`src/rtl/axi_pkg.sv`:
```
// Shared AXI interconnect definitions: default channel widths, RRESP codes and
// the R-channel router state type.
package axi_pkg;

  localparam int unsigned AXI_ID_BITS   = 4;
  localparam int unsigned AXI_IDS_BITS  = 8;
  localparam int unsigned AXI_DATA_BITS = 32;

  localparam logic [1:0] RESP_OKAY   = 2'b00;
  localparam logic [1:0] RESP_EXOKAY = 2'b01;
  localparam logic [1:0] RESP_SLVERR = 2'b10;
  localparam logic [1:0] RESP_DECERR = 2'b11;

  typedef enum logic {
    IDLE,
    LOCK
  } r_state_e;

endpackage

```
`src/rtl/rr_pick.sv`:
```
// Round-robin pick: returns the first asserted request found when scanning
// from ptr_i upwards, wrapping modulo N. Purely combinational.
//   req_i     : request vector
//   ptr_i     : index that has highest priority this cycle (must be < N)
//   win_o     : index of the selected request (0 when none)
//   any_req_o : at least one request asserted
module rr_pick #(
  parameter int unsigned N = 2,
  localparam int unsigned W = (N > 1) ? $clog2(N) : 1
) (
  input  logic [N-1:0] req_i,
  input  logic [W-1:0] ptr_i,
  output logic [W-1:0] win_o,
  output logic         any_req_o
);

  logic [31:0] idx;

  always_comb begin
    idx       = '0;
    win_o     = '0;
    any_req_o = 1'b0;
    for (int unsigned k = 0; k < N; k++) begin
      idx = (32'(ptr_i) + k) % N;
      if (!any_req_o && req_i[W'(idx)]) begin
        any_req_o = 1'b1;
        win_o     = W'(idx);
      end
    end
  end

endmodule

```
`src/rtl/axi_r_router.sv`:
```
// AXI R-channel crossbar. Slaves are arbitrated round-robin; the winner keeps
// the path until its RLAST beat is accepted, so bursts never interleave. Each
// beat goes to the master selected by the RID bits just above the master ID;
// beats naming a nonexistent master are accepted and dropped.
//   clk, rst (async, active-low)
//   RID_S/RDATA_S/RRESP_S/RLAST_S/RVALID_S, RREADY_S : slave-side R channels
//   RID_M/RDATA_M/RRESP_M/RLAST_M/RVALID_M, RREADY_M : master-side R channels
//   drop_o : one-cycle pulse per absorbed (unroutable) beat
module axi_r_router
  import axi_pkg::*;
#(
  parameter int unsigned NUM_S     = 3,
  parameter int unsigned NUM_M     = 2,
  parameter int unsigned ID_BITS   = AXI_ID_BITS,
  parameter int unsigned IDS_BITS  = AXI_IDS_BITS,
  parameter int unsigned DATA_BITS = AXI_DATA_BITS,
  localparam int unsigned MIDX_W   = (NUM_M > 1) ? $clog2(NUM_M) : 1,
  localparam int unsigned SW       = (NUM_S > 1) ? $clog2(NUM_S) : 1
) (
  input  logic                               clk,
  input  logic                               rst,
  input  logic [NUM_S-1:0][IDS_BITS-1:0]     RID_S,
  input  logic [NUM_S-1:0][DATA_BITS-1:0]    RDATA_S,
  input  logic [NUM_S-1:0][1:0]              RRESP_S,
  input  logic [NUM_S-1:0]                   RLAST_S,
  input  logic [NUM_S-1:0]                   RVALID_S,
  output logic [NUM_S-1:0]                   RREADY_S,
  output logic [NUM_M-1:0][ID_BITS-1:0]      RID_M,
  output logic [NUM_M-1:0][DATA_BITS-1:0]    RDATA_M,
  output logic [NUM_M-1:0][1:0]              RRESP_M,
  output logic [NUM_M-1:0]                   RLAST_M,
  output logic [NUM_M-1:0]                   RVALID_M,
  input  logic [NUM_M-1:0]                   RREADY_M,
  output logic                               drop_o
);

  r_state_e            st_q, st_d;
  logic [SW-1:0]       gnt_q, gnt_d;
  logic [SW-1:0]       ptr_q, ptr_d;
  logic [SW-1:0]       pick_win;
  logic                pick_any;
  logic [SW-1:0]       win;
  logic                active;
  logic                hs;
  logic [IDS_BITS-1:0] win_rid;
  logic [MIDX_W-1:0]   dst;
  logic                routable;
  logic                unused_rid;

  function automatic logic [SW-1:0] wrap_inc(input logic [SW-1:0] v);
    return (32'(v) == NUM_S - 1) ? '0 : v + SW'(1);
  endfunction

  rr_pick #(
    .N (NUM_S)
  ) u_rr_pick (
    .req_i     (RVALID_S),
    .ptr_i     (ptr_q),
    .win_o     (pick_win),
    .any_req_o (pick_any)
  );

  // In LOCK the path stays on gnt even while its RVALID is low.
  assign win      = (st_q == LOCK) ? gnt_q : pick_win;
  assign active   = (st_q == LOCK) || pick_any;
  assign win_rid  = RID_S[win];
  assign dst      = win_rid[ID_BITS +: MIDX_W];
  assign routable = (32'(dst) < NUM_M);

  // Bits above the routing field carry no meaning for this router.
  assign unused_rid = ^win_rid;

  // Payload is broadcast; only RVALID_M selects the destination.
  assign RID_M   = {NUM_M{win_rid[ID_BITS-1:0]}};
  assign RDATA_M = {NUM_M{RDATA_S[win]}};
  assign RRESP_M = {NUM_M{RRESP_S[win]}};
  assign RLAST_M = {NUM_M{RLAST_S[win]}};

  // Handshake outputs are forced low during reset so nothing is accepted.
  always_comb begin
    RVALID_M = '0;
    RREADY_S = '0;
    drop_o   = 1'b0;
    if (rst && active) begin
      if (routable) begin
        RVALID_M[dst] = RVALID_S[win];
        RREADY_S[win] = RREADY_M[dst];
      end else begin
        RREADY_S[win] = 1'b1;
        drop_o        = RVALID_S[win];
      end
    end
    hs = RVALID_S[win] & RREADY_S[win];
  end

  always_comb begin
    st_d  = st_q;
    gnt_d = gnt_q;
    ptr_d = ptr_q;
    case (st_q)
      IDLE: begin
        if (pick_any) begin
          if (hs && RLAST_S[win]) begin
            ptr_d = wrap_inc(win);
          end else begin
            // Lock also on a stalled first beat so the selection cannot move.
            st_d  = LOCK;
            gnt_d = win;
          end
        end
      end
      LOCK: begin
        if (hs && RLAST_S[win]) begin
          st_d  = IDLE;
          ptr_d = wrap_inc(gnt_q);
        end
      end
      default: st_d = IDLE;
    endcase
  end

  always_ff @(posedge clk or negedge rst) begin
    if (!rst) begin
      st_q  <= IDLE;
      gnt_q <= '0;
      ptr_q <= '0;
    end else begin
      st_q  <= st_d;
      gnt_q <= gnt_d;
      ptr_q <= ptr_d;
    end
  end

endmodule

```
`config.mk`:
```
export PLATFORM = sky130hd
export DESIGN_NAME = axi_r_router
export DESIGN_NICKNAME = d
export VERILOG_FILES = /design/src/rtl/axi_pkg.sv /design/src/rtl/rr_pick.sv /design/src/rtl/axi_r_router.sv
export SDC_FILE = /design/constraint.sdc
export NUM_CORES = 1
export LEC_CHECK = 0
export ABC_AREA = 1
export CORE_AREA = 2 2 85 87
export DETAILED_ROUTE_END_ITERATION = 16
export DIE_AREA = 0 0 87 89
export GPL_ROUTABILITY_DRIVEN = 0
export PLACE_DENSITY = 0.78
export SYNTH_ARGS = -nofsm -noshare
export SYNTH_HDL_FRONTEND = slang
export SYNTH_SLANG_ARGS = --single-unit
```
`constraint.sdc`:
```
create_clock -name clk -period 5.2 [get_ports clk]
set_input_delay 0.78 -clock clk [delete_from_list [all_inputs] [get_ports clk]]
set_output_delay 0.78 -clock clk [all_outputs]
set_load 0.02 [all_outputs]
```
==> results of run 1 <==
cells in the final DEF, fill, tap and decap left out:
master / n
nor2_2: 2
a22oi_1: 27
o21ai_0: 1
nand3b_1: 2
or2_2: 2
inv_1: 16
nand3_1: 21
o21ai_2: 1
clkbuf_1: 1
a21oi_2: 1
nand2_1: 120
conb_1: 1
dfrtp_1: 5
nor3_1: 2
nor2_1: 5
nand4_1: 2
nand2_2: 6
clkbuf_8: 3
buf_4: 4
nand2_4: 2
o31ai_1: 1
nand3_2: 1
o21ai_1: 3
ha_1: 4
inv_2: 3
clkdlybuf4s50_1: 209
a21oi_1: 3
power by group through the flow:
stage | sequential, uW | clock [uW] | combinational (uW)
6_report | 65.5 | 70.9 | 2650
5_1_grt | 68.5 | 75.4 | 2820
4_1_cts | 65.7 | 73.5 | 2670
3_5_place_dp | 66.1 | 0 | 2660
3_3_place_gp | 65.1 | 0 | 2640
2_1_floorplan | 62.9 | 0 | 1750
kinds of logic (layout without fill, tap and decap cells):
logic type	Yosys count	in the layout
AND/OR/NAND/NOR	165	165
adder cells (fa/ha/maj)	4	4
flip-flops	5	5
other	1	1
buffers and inverters	71	236
AO/OA/AOI/OAI	37	37
path summary, 6_finish.rpt:
check / end / slack (ps) / depth (start not counted)
max: RDATA_M[18] / 810 / 12
min: gnt_q[0] / 470 / 2
max reg2reg: gnt_q[1] / 2800 / 16
min reg2reg: gnt_q[0] / 470 / 2
max in group asynchronous: gnt_q[1] / 4160 / 1
min in group asynchronous: ptr_q[0] / 810 / 1
stage by stage:
stage / hold WS [ps] / area (um^2) / setup WS, ps / total power (uW)
final: 473 / 3490 / 810 / 2790
after global routing: 510 / 3490 / 558 / 2970
after CTS: 476 / 3490 / 785 / 2810
after detailed placement: 468 / 3440 / 795 / 2720
after global placement: 453 / 3440 / 827 / 2710
after floorplan: 434 / 1600 / 2110 / 1810
worst max-delay path: stages:
cell and delay, ps:
clkdlybuf4s50_1 530, inv_1 100, o21ai_2 120, nand2_2 110
o21ai_1 180, nand3_2 150, nand2_4 150, nand2_1 100
inv_2 500, nand2_1 110, nand3_1 130, clkdlybuf4s50_1 640
flip-flops by register name, indices dropped and copies added, names as in the netlist:
register	flops
st_q	1
gnt_q	2
ptr_q	2
final cells by class:
cell class	instances	area, um^2
Fill cell	645	3230
Timing Repair Buffer	213	2120
Clock buffer	4	45.0
Multi-Input combinational cell	207	1020
Tap cell	80	100
Sequential cell	5	125
Inverter	19	71.3
per-layer routing:
metal	GRT usage [%]	part of all wire [%]
met5	0	0
met4	2.70	0.73
met3	3.51	9.6
met2	33.2	52
met1	18.7	38
==> run metrics, run 1 <==
number of remaining DRC errors 0; Synth Area in XOR/XNOR 0%; die width 87 um; Worst Clk Skew ~3.4 ps; CP Capture Type output port; r2r startpoint ptr_q[0]; Ports between 200 and 250; CTS tree built; syn_nets 423; Port Buffers 209; Comb pwr share 95.1%; largest family of logic cells by synthesized area simple AND/OR/NAND/NOR gates; Slew HR between 50% and 60%; Post-CTS Setup Inserts 0; sequential power share 2.4%; number of gates resized after cts 0; Net Switching approximately 1500 uW; Slew Viols, Final 0; TritonCTS buffer count 3; Seq cells post-synth 5; area of the mapped netlist roughly 1600 um^2; Post-Layout Cell Count 528; Layout Utilization 51.9%; drt total wl 7440 um; die area 7740 um^2; post-synthesis simple-gate area fraction between 40% and 50%; core box area around 6700 um^2; sequential area share after synthesis 7.84%; clock sinks 5; final count of negative-setup-slack endpoints 0; placed insts 524; grt ovf 0; Synth Area in Compound Gates 16.5%; # diodes 0; Detailed Place HPWL 6160 um; Pleak about 0.0015 uW; Setup crit start kind input port; Final Cycle Share 84.4%; Crit Path Max Fanout 38; outcome complete, no violations; Adder-Cell Fraction of Synth Area roughly 3.1%; Power per Cell Area 799 nW/um^2; Fmax 228 MHz; synth cell count leaders 120 x nand2_1, 45 x buf_4, 27 x a22oi_1; Nets 589; 1st-iter DRT viols 61; Via density 4.57; Post-Synthesis Cells 283; CTS H-Tree Depth 1; ys async rst share 100%; internal power about 1300 uW; Worst-Margin Slew roughly 660 ps; P&R area growth vs syn 118%; layout cell share with drive strength beyond 1 5.58%; Synth area leaders nand2_1 28%, buf_4 21%, a22oi_1 13%; number of global-route vias before repair roughly 2,300; number of synthesized flops with an enable pin 0; Vias 2,412; Hold Startpoint gnt_q[0]; Max Root-Sink Buffers 2; Hold WC Path Type flop to flop; Routed Antenna Nets 0; insertion delay to the later sink of the worst-skew pair about 220 ps; Yosys top cell by area nand2_1; ys flop type dfrtp_1; warnings from Yosys 0; clock slew at reported path FFs 30 ps; DR WL/cell 14.1 um; row count 30; Starting Density 23.8%; Clk pwr share 2.5%; initial antenna violation count 0; largest net degree at the start of global routing 39; root buffer cell clkbuf_8; # hold bufs at CTS 0; setup_tns 0 ps; RSZ-0062 raised after global routing no; Die Y 89 um; Yosys top cell area share 28.2%; syn avg cell area about 5.6 um^2; Yosys cell types 27; worst setup path startpoint RVALID_S[2]; Tmin final 4390 ps; GRT Util Overall 16.8%; Final Hold Viols 0; TritonRoute pass-1 iters 4; sw frac 54.3%; crit path DAT 3610 ps; mux contribution to synthesized area 0%; worst vdd ir 0.000571 V; most numerous cell in the Yosys netlist nand2_1; Critical Path RT 4420 ps; CP Class input port to output port; number of max-cap violations 0; first-pass GRT wire length between 10,000 and 15,000 um
(Power assumes the default switching activity.)
==> run 2: changes to the inputs <==
--- a/config.mk
+++ b/config.mk
@@ -6,11 +6,11 @@
 export NUM_CORES = 1
 export LEC_CHECK = 0
 export ABC_AREA = 1
-export CORE_AREA = 2 2 85 87
+export CORE_MARGIN = 2
+export CORE_UTILIZATION = 23
 export DETAILED_ROUTE_END_ITERATION = 16
-export DIE_AREA = 0 0 87 89
 export GPL_ROUTABILITY_DRIVEN = 0
-export PLACE_DENSITY = 0.78
+export PLACE_DENSITY = 0.8
 export SYNTH_ARGS = -nofsm -noshare
 export SYNTH_HDL_FRONTEND = slang
 export SYNTH_SLANG_ARGS = --single-unit
==> constraint.sdc (replaced) <==
create_clock -name clk -period 3.63 [get_ports clk]
set_input_delay 0.5445 -clock clk [delete_from_list [all_inputs] [get_ports clk]]
set_output_delay 0.5445 -clock clk [all_outputs]
set_load 0.02 [all_outputs]
==> run 2 against run 1 <==
Final area rose by 8.2%. Die area decreased by 1.5%. Via count is 1.8% higher. Sequential power is 43% higher. Largest cell class unchanged. Critical path depth up 1. Flip-flop and latch count stayed put. Highest routed layer unchanged. Register-to-register slack got worse by 1500 ps. Worst hold slack better by 1.9 ps.
==> run metrics, run 2 (synthesis gave the netlist of run 1 again) <==
Worst Clk Skew 2.47 ps (-0.973 ps); final count of negative-setup-slack endpoints 0 (unchanged); # diodes 0 (unchanged); Final Hold Viols 0 (unchanged); Ports 220 (unchanged); TritonRoute pass-1 iters 4 (unchanged); CP Class input port to output port; P&R area growth vs syn 136%; drt total wl 7780 um (+4.5%); fin area 3770 um^2 (+8.2%); final worst slack 235 ps (-576 ps); outcome complete, no violations; Via density 4.61 (+0.87%); R2R cell count 20 (+4); layout cell share with drive strength beyond 1 6.62% (+1.0 points); RSZ-0062 raised after global routing no; grt ovf 0 (unchanged); Crit Path Max Fanout 6 (-84%); Hold WS 475 ps (+1.91 ps); number of gates resized after cts 0 (unchanged); pre-CTS WS 35.1 ps (-760 ps); Power per Cell Area 1050 nW/um^2 (+32%); row count 30 (unchanged); worst vdd ir 0.000683 V (+20%); initial antenna violation count 0 (unchanged); Final Cycle Share 93.5%; Detailed Place HPWL 6390 um (+3.7%); Max Root-Sink Buffers 2 (unchanged); Fmax 295 MHz; clock sinks 5 (unchanged); commonest non-fill, non-tap cells in the layout 130 x clkdlybuf4s50_1, 120 x nand2_1, 79 x dlymetal6s2s_1; Pleak 0.00250 uW (+63%); CTS tree built; largest net degree at the start of global routing 35 (-10%); die area 7620 um^2 (-1.5%); core box area 6760 um^2 (+0.56%); root buffer cell clkbuf_8; GRT Util Overall 17.8% (+0.96 points); Nets 594 (+0.85%); setup_tns 0 ps (unchanged); hold path cells 2 (unchanged); 1st-iter DRT viols 70 (+15%); Critical Path RT 3090 ps (-1330 ps); die width 87.3 um (+0.36%); DP Area 3530 um^2 (+2.5%); CP Capture Type output port; Slew Viols, Final 0 (unchanged); # hold bufs at CTS 0 (unchanged); number of remaining DRC errors 0 (unchanged); number of global-route vias before repair 2,385 (+3.1%); first-pass GRT wire length 10,800 um (+2.0%); Hold WC Path Type flop to flop; Layout Utilization 55.8% (+3.9 points); DR WL/cell 14.6 um (+3.5%); CTS H-Tree Depth 1 (unchanged); Tmin final 3400 ps; Setup crit start kind input port; clock slew at reported path FFs 30 ps (about the same); insertion delay to the later sink of the worst-skew pair 220 ps (about the same); reg2reg setup slack 1290 ps (-1510 ps); Regs by FF count gnt_q x2, ptr_q x2, st_q x1; Port Buffers 209 (unchanged); commonest non-fill, non-tap cell in the layout clkdlybuf4s50_1; Post-CTS Setup Inserts 0 (unchanged); Vias 2,456 (+1.8%); Starting Density 23.6% (-0.13 points); crit path DAT 2850 ps (-760 ps); number of max-cap violations 0 (unchanged); TritonCTS buffer count 3 (unchanged); Die Y 87.3 um (-1.9%); Routed Antenna Nets 0 (unchanged)
-- run 2: cell count changes in the layout (fill, tap and decap cells not counted), sizes merged --
cell and change:
buf +5, dlymetal6s2s +79, clkdlybuf4s50 -79
-- run 2: critical path, stage by stage --
cell	delay (ps)
clkdlybuf4s50_1	520
nand2_1	70
nand3_1	90
nand2_2	90
o21ai_1	170
nand3_2	130
buf_4	160
nand3_1	60
nand2_1	50
nand2_1	50
nand3_1	110
a21oi_1	180
clkdlybuf4s50_1	620
-- run 2: routing by layer --
layer  vias up  global-route usage (%)  wire length [um]
met5         -                       0                 0
met4         0                    6.01               204
met3        19                    3.03               707
met2       155                    32.2              3960
met1      1068                    21.0              2910
li1       1214                       -                 -
-- run 2: path summary, 6_finish.rpt --
kind | start | to
min in group asynchronous | rst | ptr_q[0]
hold reg to reg | gnt_q[1] | gnt_q[1]
setup reg to reg | ptr_q[1] | gnt_q[1]
hold / removal | gnt_q[1] | gnt_q[1]
max in group asynchronous | rst | gnt_q[1]
setup / recovery | RVALID_S[1] | RVALID_M[0]
-- run 2: cell type report --
cell class,instances,area (um^2)
timing repair buffer,218,2410
inverter,19,71.3
multi-input combinational,207,1020
clock buffer,4,45.0
tap,80,100
fill,596,2980
sequential,5,125
-- run 2: power by group --
part	total, uW	internal, uW	leakage (uW)	switching [uW]
clock network	103	75.4	0.0000228	27.2
registers	93.6	77.8	0.0000615	15.8
logic	3770	1640	0.00242	2130
total	3970	1800	0.00250	2170
-- run 2: metrics by stage --
step                      total power [uW]  cells
after floorplan                       2600    283
after global placement                4000    529
after detailed placement              4030    529
after CTS                             4150    533
after global routing                  4230    533
final                                 3970    533
